[src/rtl/data_mem_pkg.sv]
// -----------------------------------------------------------------------------
// data_mem_pkg
// Shared definitions for the data-memory controller:
//   - default widths and depth used by the interface and the modules
//   - clearState_e : the clear-engine state encoding
//   - phase_ok()   : decides whether an access may be honoured this cycle
// -----------------------------------------------------------------------------
package data_mem_pkg;

    localparam int DEF_DW    = 8;    // data word width
    localparam int DEF_AW    = 8;    // address width
    localparam int DEF_DEPTH = 256;  // implemented words
    localparam int DEF_PCW   = 13;   // program counter width

    typedef enum logic {
        IDLE  = 1'b0,
        CLEAR = 1'b1
    } clearState_e;

    // With the gate enabled, only odd-PC cycles carry a data access; with it
    // disabled every cycle may access the memory.
    function automatic logic phase_ok(input logic pcLsb, input bit gate);
        return gate ? pcLsb : 1'b1;
    endfunction

endpackage : data_mem_pkg

[src/rtl/data_mem_if.sv]
// -----------------------------------------------------------------------------
// data_mem_if
// Data-memory port between the datapath (master) and the controller (slave).
//   Requests  (master -> slave): DataAddress, ReadMem, WriteMem, DataIn, PC,
//                                ClearReq
//   Responses (slave -> master): DataOut, DataValid, Busy, AddrErr
// -----------------------------------------------------------------------------
interface data_mem_if
    import data_mem_pkg::*;
#(
    parameter int DW  = DEF_DW,
    parameter int AW  = DEF_AW,
    parameter int PCW = DEF_PCW
) ();

    logic [AW-1:0]  DataAddress;
    logic           ReadMem;
    logic           WriteMem;
    logic [DW-1:0]  DataIn;
    logic [PCW-1:0] PC;
    logic           ClearReq;

    logic [DW-1:0]  DataOut;
    logic           DataValid;
    logic           Busy;
    logic           AddrErr;

    modport master (
        output DataAddress, ReadMem, WriteMem, DataIn, PC, ClearReq,
        input  DataOut, DataValid, Busy, AddrErr
    );

    modport slave (
        input  DataAddress, ReadMem, WriteMem, DataIn, PC, ClearReq,
        output DataOut, DataValid, Busy, AddrErr
    );

endinterface : data_mem_if

[src/rtl/mem_clear_fsm.sv]
// -----------------------------------------------------------------------------
// mem_clear_fsm
// Zero-fill engine for the data array. Walks clrAddr from 0 to DEPTH-1, one
// word per cycle, raising Busy for exactly DEPTH cycles.
//   CLK      in   system clock
//   Reset_n  in   synchronous active-low reset
//   ClearReq in   one-cycle pulse; starts a clear when idle, ignored otherwise
//   Busy     out  registered; high while the clear is running
//   clrWe    out  clear write enable (write zero to clrAddr this cycle)
//   clrAddr  out  clear write address, AW+1 bits so DEPTH itself is reachable
// -----------------------------------------------------------------------------
module mem_clear_fsm
    import data_mem_pkg::*;
#(
    parameter int AW             = DEF_AW,
    parameter int DEPTH          = DEF_DEPTH,
    parameter bit CLEAR_ON_RESET = 1'b1
) (
    input  logic        CLK,
    input  logic        Reset_n,
    input  logic        ClearReq,
    output logic        Busy,
    output logic        clrWe,
    output logic [AW:0] clrAddr
);

    localparam logic [AW:0] LAST_ADDR = (AW+1)'(DEPTH - 1);

    clearState_e state;

    // NOTE: non-blocking assignments throughout, so every register here
    // samples pre-edge values regardless of statement order.
    always_ff @(posedge CLK) begin
        if (!Reset_n) begin
            // A reset in the middle of a clear either restarts it from word 0
            // or abandons it, leaving the array partially cleared.
            state   <= CLEAR_ON_RESET ? CLEAR : IDLE;
            Busy    <= CLEAR_ON_RESET;
            clrAddr <= '0;
        end else begin
            case (state)
                IDLE: begin
                    if (ClearReq) begin
                        state   <= CLEAR;
                        Busy    <= 1'b1;
                        clrAddr <= '0;
                    end
                end
                CLEAR: begin
                    // ClearReq is not looked at here: a running clear is never
                    // restarted.
                    clrAddr <= clrAddr + 1'b1;
                    if (clrAddr == LAST_ADDR) begin
                        state <= IDLE;
                        Busy  <= 1'b0;
                    end
                end
                default: begin
                    state <= IDLE;
                    Busy  <= 1'b0;
                end
            endcase
        end
    end

    // Busy mirrors state==CLEAR exactly, so it doubles as the write strobe.
    assign clrWe = Busy;

endmodule : mem_clear_fsm

[src/rtl/data_mem_ctrl.sv]
// -----------------------------------------------------------------------------
// data_mem_ctrl
// Synchronous-write data RAM on the datapath's data-memory port, with an
// optional PC-phase access gate, a zero-fill clear engine and status outputs.
//   CLK      in   system clock, all state on the rising edge
//   Reset_n  in   synchronous active-low reset
//   bus      slave side of data_mem_if:
//     DataAddress/ReadMem/WriteMem/DataIn  access request
//     PC        program counter (bit 0 selects the access phase)
//     ClearReq  one-cycle pulse starting a zero-fill
//     DataOut   read data, 0 whenever DataValid=0
//     DataValid DataOut carries a read result
//     Busy      clear running; all accesses ignored
//     AddrErr   one-cycle pulse: previous accepted access was out of range
// READ_LAT=0 gives a combinational read in the request cycle; READ_LAT=1
// registers it into the following cycle. Both return the pre-write value when
// reading and writing the same word in one cycle.
// -----------------------------------------------------------------------------
module data_mem_ctrl
    import data_mem_pkg::*;
#(
    parameter int DW             = DEF_DW,
    parameter int AW             = DEF_AW,
    parameter int DEPTH          = DEF_DEPTH,
    parameter int PCW            = DEF_PCW,
    parameter int READ_LAT       = 0,
    parameter bit PHASE_GATE     = 1'b1,
    parameter bit CLEAR_ON_RESET = 1'b1
) (
    input  logic      CLK,
    input  logic      Reset_n,
    data_mem_if.slave bus
);

    // Compare in AW+1 bits so DEPTH == 2**AW is representable.
    localparam logic [AW:0] DEPTH_W = (AW+1)'(DEPTH);

    logic [DW-1:0] core [DEPTH];

    logic          busy;
    logic          clrWe;
    logic [AW:0]   clrAddr;
    logic          phaseOk;
    logic          rdEn;
    logic          wrEn;
    logic          inRange;
    logic [PCW-1:0] pcLocal;
    logic          unusedBits;

    // ------------------------------------------------------------------ clear
    mem_clear_fsm #(
        .AW             (AW),
        .DEPTH          (DEPTH),
        .CLEAR_ON_RESET (CLEAR_ON_RESET)
    ) u_clear (
        .CLK      (CLK),
        .Reset_n  (Reset_n),
        .ClearReq (bus.ClearReq),
        .Busy     (busy),
        .clrWe    (clrWe),
        .clrAddr  (clrAddr)
    );

    assign bus.Busy = busy;

    // ---------------------------------------------------------------- enables
    assign pcLocal = bus.PC;
    assign phaseOk = phase_ok(pcLocal[0], PHASE_GATE);
    assign rdEn    = bus.ReadMem  & phaseOk & ~busy;
    assign wrEn    = bus.WriteMem & phaseOk & ~busy;
    assign inRange = {1'b0, bus.DataAddress} < DEPTH_W;

    // Only PC[0] matters, and clrAddr never exceeds DEPTH-1 while writing.
    assign unusedBits = ^{pcLocal[PCW-1:1], clrAddr[AW]};

    // ------------------------------------------------------------ write port
    // NOTE: the array has no reset branch; zeroing it is the clear engine's
    // job, which keeps the storage mappable onto plain RAM.
    always_ff @(posedge CLK) begin
        if (Reset_n) begin
            // User writes cannot coincide with clear writes (Busy blocks
            // them), so this priority only fixes the mux structure.
            if (clrWe) begin
                core[clrAddr[AW-1:0]] <= '0;
            end else if (wrEn && inRange) begin
                core[bus.DataAddress] <= bus.DataIn;
            end
        end
    end

    // -------------------------------------------------------------- AddrErr
    always_ff @(posedge CLK) begin
        if (!Reset_n) begin
            bus.AddrErr <= 1'b0;
        end else begin
            bus.AddrErr <= (rdEn | wrEn) & ~inRange;
        end
    end

    // ------------------------------------------------------------ read path
    generate
        if (READ_LAT == 0) begin : g_read_comb
            // NOTE: every output gets a default before any condition, so no
            // path through the block leaves it unassigned (no latch).
            always_comb begin
                bus.DataOut   = '0;
                bus.DataValid = 1'b0;
                if (rdEn && inRange) begin
                    bus.DataOut   = core[bus.DataAddress];
                    bus.DataValid = 1'b1;
                end
            end
        end else begin : g_read_reg
            // The array is read at the same edge that may write it, so the
            // registered value is the pre-write word. An out-of-range read
            // still completes, with zero data.
            always_ff @(posedge CLK) begin
                if (!Reset_n) begin
                    bus.DataOut   <= '0;
                    bus.DataValid <= 1'b0;
                end else begin
                    bus.DataValid <= rdEn;
                    bus.DataOut   <= (rdEn && inRange) ? core[bus.DataAddress] : '0;
                end
            end
        end
    endgenerate

endmodule : data_mem_ctrl

[src/flat_wrapper.sv]
// flat-port wrapper written by rule: the top's interface ports become plain ports
module data_mem_ctrl_flat import data_mem_pkg::*;
#(
    parameter int DW             = DEF_DW,
    parameter int AW             = DEF_AW,
    parameter int DEPTH          = DEF_DEPTH,
    parameter int PCW            = DEF_PCW,
    parameter int READ_LAT       = 0,
    parameter bit PHASE_GATE     = 1'b1,
    parameter bit CLEAR_ON_RESET = 1'b1
)
  (CLK, Reset_n, bus_DataAddress, bus_ReadMem, bus_WriteMem, bus_DataIn, bus_PC, bus_ClearReq, bus_DataOut, bus_DataValid, bus_Busy, bus_AddrErr);
  data_mem_if #(.DW(DW), .AW(AW), .PCW(PCW)) bus_i ();
  input  logic CLK;
  input  logic Reset_n;
  input wire logic [$bits(bus_i.DataAddress)-1:0] bus_DataAddress;
  input wire logic [$bits(bus_i.ReadMem)-1:0] bus_ReadMem;
  input wire logic [$bits(bus_i.WriteMem)-1:0] bus_WriteMem;
  input wire logic [$bits(bus_i.DataIn)-1:0] bus_DataIn;
  input wire logic [$bits(bus_i.PC)-1:0] bus_PC;
  input wire logic [$bits(bus_i.ClearReq)-1:0] bus_ClearReq;
  output wire logic [$bits(bus_i.DataOut)-1:0] bus_DataOut;
  output wire logic [$bits(bus_i.DataValid)-1:0] bus_DataValid;
  output wire logic [$bits(bus_i.Busy)-1:0] bus_Busy;
  output wire logic [$bits(bus_i.AddrErr)-1:0] bus_AddrErr;
  assign bus_i.DataAddress = bus_DataAddress;
  assign bus_i.ReadMem = bus_ReadMem;
  assign bus_i.WriteMem = bus_WriteMem;
  assign bus_i.DataIn = bus_DataIn;
  assign bus_i.PC = bus_PC;
  assign bus_i.ClearReq = bus_ClearReq;
  assign bus_DataOut = bus_i.DataOut;
  assign bus_DataValid = bus_i.DataValid;
  assign bus_Busy = bus_i.Busy;
  assign bus_AddrErr = bus_i.AddrErr;
  data_mem_ctrl #(.DW(DW), .AW(AW), .DEPTH(DEPTH), .PCW(PCW), .READ_LAT(READ_LAT), .PHASE_GATE(PHASE_GATE), .CLEAR_ON_RESET(CLEAR_ON_RESET)) u_core (.CLK(CLK), .Reset_n(Reset_n), .bus(bus_i));
endmodule
[config.mk]
export PLATFORM = sky130hd
export DESIGN_NAME = data_mem_ctrl_flat
export DESIGN_NICKNAME = d
export VERILOG_FILES = /design/src/rtl/data_mem_pkg.sv /design/src/rtl/data_mem_if.sv /design/src/rtl/mem_clear_fsm.sv /design/src/rtl/data_mem_ctrl.sv /design/src/flat_wrapper.sv
export SDC_FILE = /design/constraint.sdc
export NUM_CORES = 2
export LEC_CHECK = 0
export ABC_CLOCK_PERIOD_IN_PS = 7900
export BUFFER_PORTS_ARGS = -buffer_cell sky130_fd_sc_hd__buf_2
export CORE_MARGIN = 1
export CORE_UTILIZATION = 63
export DETAILED_ROUTE_END_ITERATION = 12
export GPL_TIMING_DRIVEN = 0
export HOLD_SLACK_MARGIN = 0.12
export PLACE_DENSITY = 0.79
export REMOVE_ABC_BUFFERS = 1
export SETUP_SLACK_MARGIN = 0.02
export SYNTH_ARGS = -nofsm -noshare
export SYNTH_HDL_FRONTEND = slang
export SYNTH_SLANG_ARGS = --single-unit
[constraint.sdc]
create_clock -name CLK -period 7.9 [get_ports CLK]
set_clock_uncertainty 0.2 [all_clocks]
set_input_delay 0.79 -clock CLK [delete_from_list [all_inputs] [get_ports CLK]]
set_output_delay 0.79 -clock CLK [all_outputs]
set_load 0.005 [all_outputs]
# After elaboration in Yosys (flattened, before gate mapping)

Memory sizes are Yosys's and may differ from the RTL's.
Index checks and enable logic that the tools add are counted.

Register bits: 11
Latch bits: 0
Memory bits (writable): 2,048
Bits in read-only memories: 0
Input port bits: 34
Output and inout port bits: 11
Logic and storage cells: 36
Memories kept: 1

Memory list:

| name        | depth | bits a word | rd ports | clocked after memory_dff | write ports | RTL line            | text |
|---|---|---|---|---|---|---|---|
| u_core.core | 256   | 8           | 1        | 0                        | 1           | data_mem_ctrl.sv:38 | `logic [DW-1:0] core [DEPTH];` |

Add/sub/neg operators: 1
$mul: 0
Divide/modulo/power cells: 0
$lt $le $gt $ge: 0
Eq/ne operators: 3
Shift-type cells: 0
Muxes and demuxes: 20
Bitwise gates (word level): 6
Reductions and logical operators: 2

Operators with widths:

| operator            | number |
|---|---|
| $mux 8              | 3 |
| $pmux 9 s2          | 1 |
| $mux 1              | 13 |
| $add 9x1->9 const B | 1 |
| $eq 9x8->1 const B  | 1 |
| $mux 9              | 1 |
| $reduce_or 8->1     | 1 |
| $and 1x1->1         | 4 |
| $pmux 1 s2          | 2 |
| $ne 2x1->1 const B  | 1 |
| $ne 2x2->1 const B  | 1 |
| $not 1->1           | 2 |
| $reduce_and 2->1    | 1 |

# Logic depth before layout (Yosys ltp)

Depth in word-level cells: 8
Gate-level depth with buffers: 13
Mapped depth without buffers: 7

# Modules after synthesis

A second synthesis with hierarchy kept.

Cells, all modules: 4,120
Area, all modules: 81,070.3 um2

By module, submodules not included:

| module        | instances | cells each | area an instance (um2) | sequential area each (um2) |
|---|---|---|---|---|
| data_mem_ctrl | 1         | 4,059      | 80,527.2               | 61,499.0 |
| mem_clear_fsm | 1         | 61         | 543.0                  | 220.2 |

# Worst setup path before layout

OpenSTA, ideal clock, no wires.

Path kind: in2reg
From: input Reset_n
To: memory u_core.core[0][0] (netlist bit), data pin
Library setup time: 0.869 ns
Arrival time: 4.905 ns
Data required time: 6.831 ns
Setup slack: 1.925 ns
Stages: 5
Buffers on the path: 3
Cells stage by stage: clkbuf_1 > and3_1 > clkbuf_1 > clkbuf_1 > and2_1

Cells in the longest elaborated chain, start to end: 4

Ends and longest elaborated chain:

| element                      | RTL line            | text |
|---|---|---|
| start, declared              | flat_wrapper.sv:15  | `input logic Reset_n;` |
| $mux 1                       | data_mem_ctrl.sv:80 | `if (Reset_n) begin` |
| $mux 1 (implied by the code) | data_mem_ctrl.sv:86 | `core[bus.DataAddress] <= bus.DataIn;` |
| $reduce_or 8->1 (no line)    | --                  |  |
| $mux 8 (no line)             | --                  |  |
| end, declared                | data_mem_ctrl.sv:38 |  |

No other way between the ends.

# Worst setup path after layout

From: input bus_DataAddress[0]
To: output bus_DataOut[3]

Cells in the longest elaborated chain, start to end: 2

Ends and longest elaborated chain:

| element         | RTL line             | text |
|---|---|---|
| start, declared | flat_wrapper.sv:16   | `input wire logic [$bits(bus_i.DataAddress)-1:0] bus_DataAddress;` |
| $mem_v2 256x8   | --                   |  |
| $mux 8          | data_mem_ctrl.sv:108 | `if (rdEn && inRange) begin` |
| end, declared   | flat_wrapper.sv:22   | `output wire logic [$bits(bus_i.DataOut)-1:0] bus_DataOut;` |

No other way between the ends.

==> results.md <==
* Status: finished, violations left
* Failing checks: max-capacitance violations, max-slew violations
* #FFs+latches synth at 2059
* DR DRC count at 0
* Post-DR vias/cell at 7.30
* Initial core utilization at 63.6%
* Antenna Nets Post-Route at 0
* Port buffer count at 31
* Initial DRC Count at 7074
* PwrDens at 240 mW/mm2
* CP startpoint kind: input port
* Top FF cell, synth: edfxtp_1
* CP dominant cell by count: buf_16
* Largest net degree at the start of global routing at 109
* Die width at 361 um
* Cell types occupying the most area after synthesis: edfxtp_1, mux4_2, mux2i_1, nor2_1, mux4_1
* Ratio of cells with drive above 1 in the final layout at 17.3%
* Final setup TNS at 0 ns
* HP Class: input port to flip-flop
* Setup ws final at 0.615 ns
* Mapped Cells at 4113
* Post-synth top area share at 75.7%
* Synth Area in XOR/XNOR at 0.0539%
* Area delta synth->final at 10.3%
* Worst-skew pair later-pin latency at 0.83 ns
* Post-synthesis sequential area ratio at 76.0%
* Worst path max stage delay at 0.79 ns
* First-pass GRT wire length at 307000 um
* Crit path DAT at 6.29 ns
* Die footprint at 0.130 mm2
* GRT overflow at 0
* Period minus WS final at 7.28 ns
* NumNets Final at 4190
* Vias at 43.6k
* Filler Cell Count at 7201
* H-tree Lvls at 4
* WS Path Type: input port to output pin
* TritonCTS Buffers at 191
* 1st-pass router iterations at 6
* Async set-reset flop share out of synthesis at 0%
* Number of global-route vias before repair at 42.8k
* Yosys top cell by area: edfxtp_1
* Max-Cap Viols at 1
* Slew headroom at -18.7%
* WP data required at 6.91 ns
* # IOs at 45
* Mean Syn Cell Area at 19.8 um2
* Placeable Area at 0.128 mm2
* Adder-Cell Fraction of Synth Area at 0.0308%
* Post-synth EDFFs at 2048
* Resized cells post-CTS at 0
* Bufs on Longest Clock Path at 3
* CTS tree: yes
* GPL Wtd Cong at 0.876
* Final wirelength at 216000 um
* Leak at 32.7 nW
* Die height at 361 um
* Type of destination of the critical path: output pin
* Worst-path maximum fanout at 78
* Rows at 131
* Compound-Gate Fraction of Synth Area at 3.59%
* Cell Area, Synth at 0.0812 mm2
* Worst vdd ir at 0.000250 V
* Setup-failing EPs final at 0
* Worst hold margin at 0.174 ns
* GRT Total Usage at 33.4%
* Clk root buf: clkbuf_16
* Initial antenna violation count at 10
* Placement Setup Slack at 0.558 ns
* Final Hold Fails at 0
* Count of final max-slew check failures at 5
* Netlist cell types at 71
* Slowest CP cell: or4_1
* Worst-path cell chain: buf_8 -> buf_16 -> buf_16 -> buf_16 -> buf_16 -> buf_16 -> mux4_1 -> nand2_1 -> a41oi_1 -> o311ai_0 -> or4_1 -> o41ai_2 -> buf_2
* Wirelength per Cell at 36.1 um
* Worst Tran Pin Value at 1.77 ns
* Post-synthesis simple-gate area fraction at 3.98%
* Ys Warns at 0
* Reg clk slew, reported paths at 0.07 ns
* Tcrit/Tclk final at 92.2%
* HPWL Detailed at 129000 um
* Largest family of logic cells by synthesized area: multiplexers
* Max Freq at 137 MHz
* Clock Sinks at 2059
* Mux contribution to synthesized area at 14.2%
* RSZ-0062 raised after global routing: no
per-layer routing:
metal | routed length [um] | share of wire, % | global-route usage [%]
met4 | 13200 | 6.1 | 18.6
met5 | 91 | 0.042 | 0
met1 | 73200 | 34 | 43.7
met3 | 27500 | 13 | 8.96
met2 | 102000 | 47 | 51.5
kinds of logic (layout without fill, tap and decap cells):
logic type      after synthesis  after routing
flops                      2059           2059
simple gates                710            710
mux                         659            659
compound gates              420            420
buf+inv                     257            451
xor+xnor                      5              5
fa+ha+maj                     2              2
other cells                   1              6
critical path: cells and delay by family:
kind | cells | cell delay, ns
mux | 1 | 0.38
buf+inv | 7 | 2.81
compound gates | 3 | 1.09
simple gates | 2 | 0.87
power breakdown:
group / total [mW] / internal [mW] / switching [mW]
registers: 11.8 / 11.8 / 0.00545
clock network: 8.98 / 5.06 / 3.93
logic: 0.726 / 0.246 / 0.480
total: 21.5 / 17.1 / 4.41
metrics by stage:
stage	instances	utilization [%]	cell area, um2	total power, mW
3_5_place_dp	5621	65.5	83600	12.8
3_3_place_gp	5552	64.0	81700	12.9
4_1_cts	5969	70.2	89600	21.5
5_1_grt	5969	70.2	89600	22.0
6_report	5974	70.2	89600	21.5
2_1_floorplan	3859	-	79500	12.4
synth_stat cells, types with 6 or more instances:
cell type / instances
o221ai_1: 81
edfxtp_1: 2048
buf_1: 17
nor2_1: 315
o21ai_1: 6
buf_4: 16
buf_12: 9
nor2b_1: 9
mux4_2: 338
a211oi_1: 22
a21oi_1: 64
nand3_1: 51
nand3b_1: 17
nor4_1: 17
a2111oi_0: 9
buf_2: 52
nand4_1: 11
mux2i_1: 274
a31oi_1: 11
or3_1: 13
o21ai_0: 56
or4_1: 8
and2_1: 14
a22oi_1: 32
buf_8: 17
nand2_1: 141
a221oi_1: 7
mux4_1: 42
buf_6: 44
o22ai_1: 79
nor3_1: 79
and3_1: 14
clkbuf_1: 95
o2111ai_1: 11
o32ai_1: 6
dfxtp_1: 11
final cells by class:
| type | count | area, um2 | area share [%] |
|---|---|---|---|
| clock buffer | 245 | 5170 | 5.77 |
| clock inverter | 101 | 836 | 0.932 |
| timing repair buffer | 102 | 1910 | 2.13 |
| inverter | 3 | 16.3 | 0.0181 |
| sequential | 2059 | 61700 | 68.9 |
| multi-input combinational | 1797 | 17900 | 20.0 |
| antenna | 5 | 12.5 | 0.0140 |
| tap | 1662 | 2080 | 2.32 |
sequential cells by signal, indices dropped and copies added (netlist names):
register and flops:
u_core.u_clear.clrAddr 9, u_core.u_clear.state 1, u_core.u_clear.Busy 1, u_core.core 2048
worst paths after layout:
path,from,endpoint,slack (ns),cells past startpoint
worst max-delay path,bus_DataAddress[0],bus_DataOut[3],0.62,13
worst min-delay path,bus_ClearReq,u_core.u_clear.clrAddr[8],0.17,3
worst max register to register,u_core.u_clear.Busy,u_core.core[9][2],2.68,5
worst min register to register,u_core.u_clear.Busy,u_core.u_clear.Busy,0.42,1
layout by cell type (no fill, tap or decap), types with 17 or more instances in the layout:
cell and instances:
nand3_1 35, a211oi_1 22, a21oi_1 64, buf_16 51, clkinv_2 29, nand3b_1 17, o22ai_1 79, nor2_1 314
clkbuf_16 200, clkbuf_1 45, mux4_2 338, edfxtp_1 2048, mux2i_1 274, buf_2 28, o221ai_1 81, nand2_1 140
mux4_1 42, o21ai_0 56, nor3_1 78, a22oi_1 32, clkinv_1 48
repair_timing:
item | 4_1_cts | 5_1_grt
setup buffers | 0 | 0
endpoints found under the hold margin | 5 | 0
hold buffers | 2 | 0
Note: power is estimated with default switching activity, not from simulation.
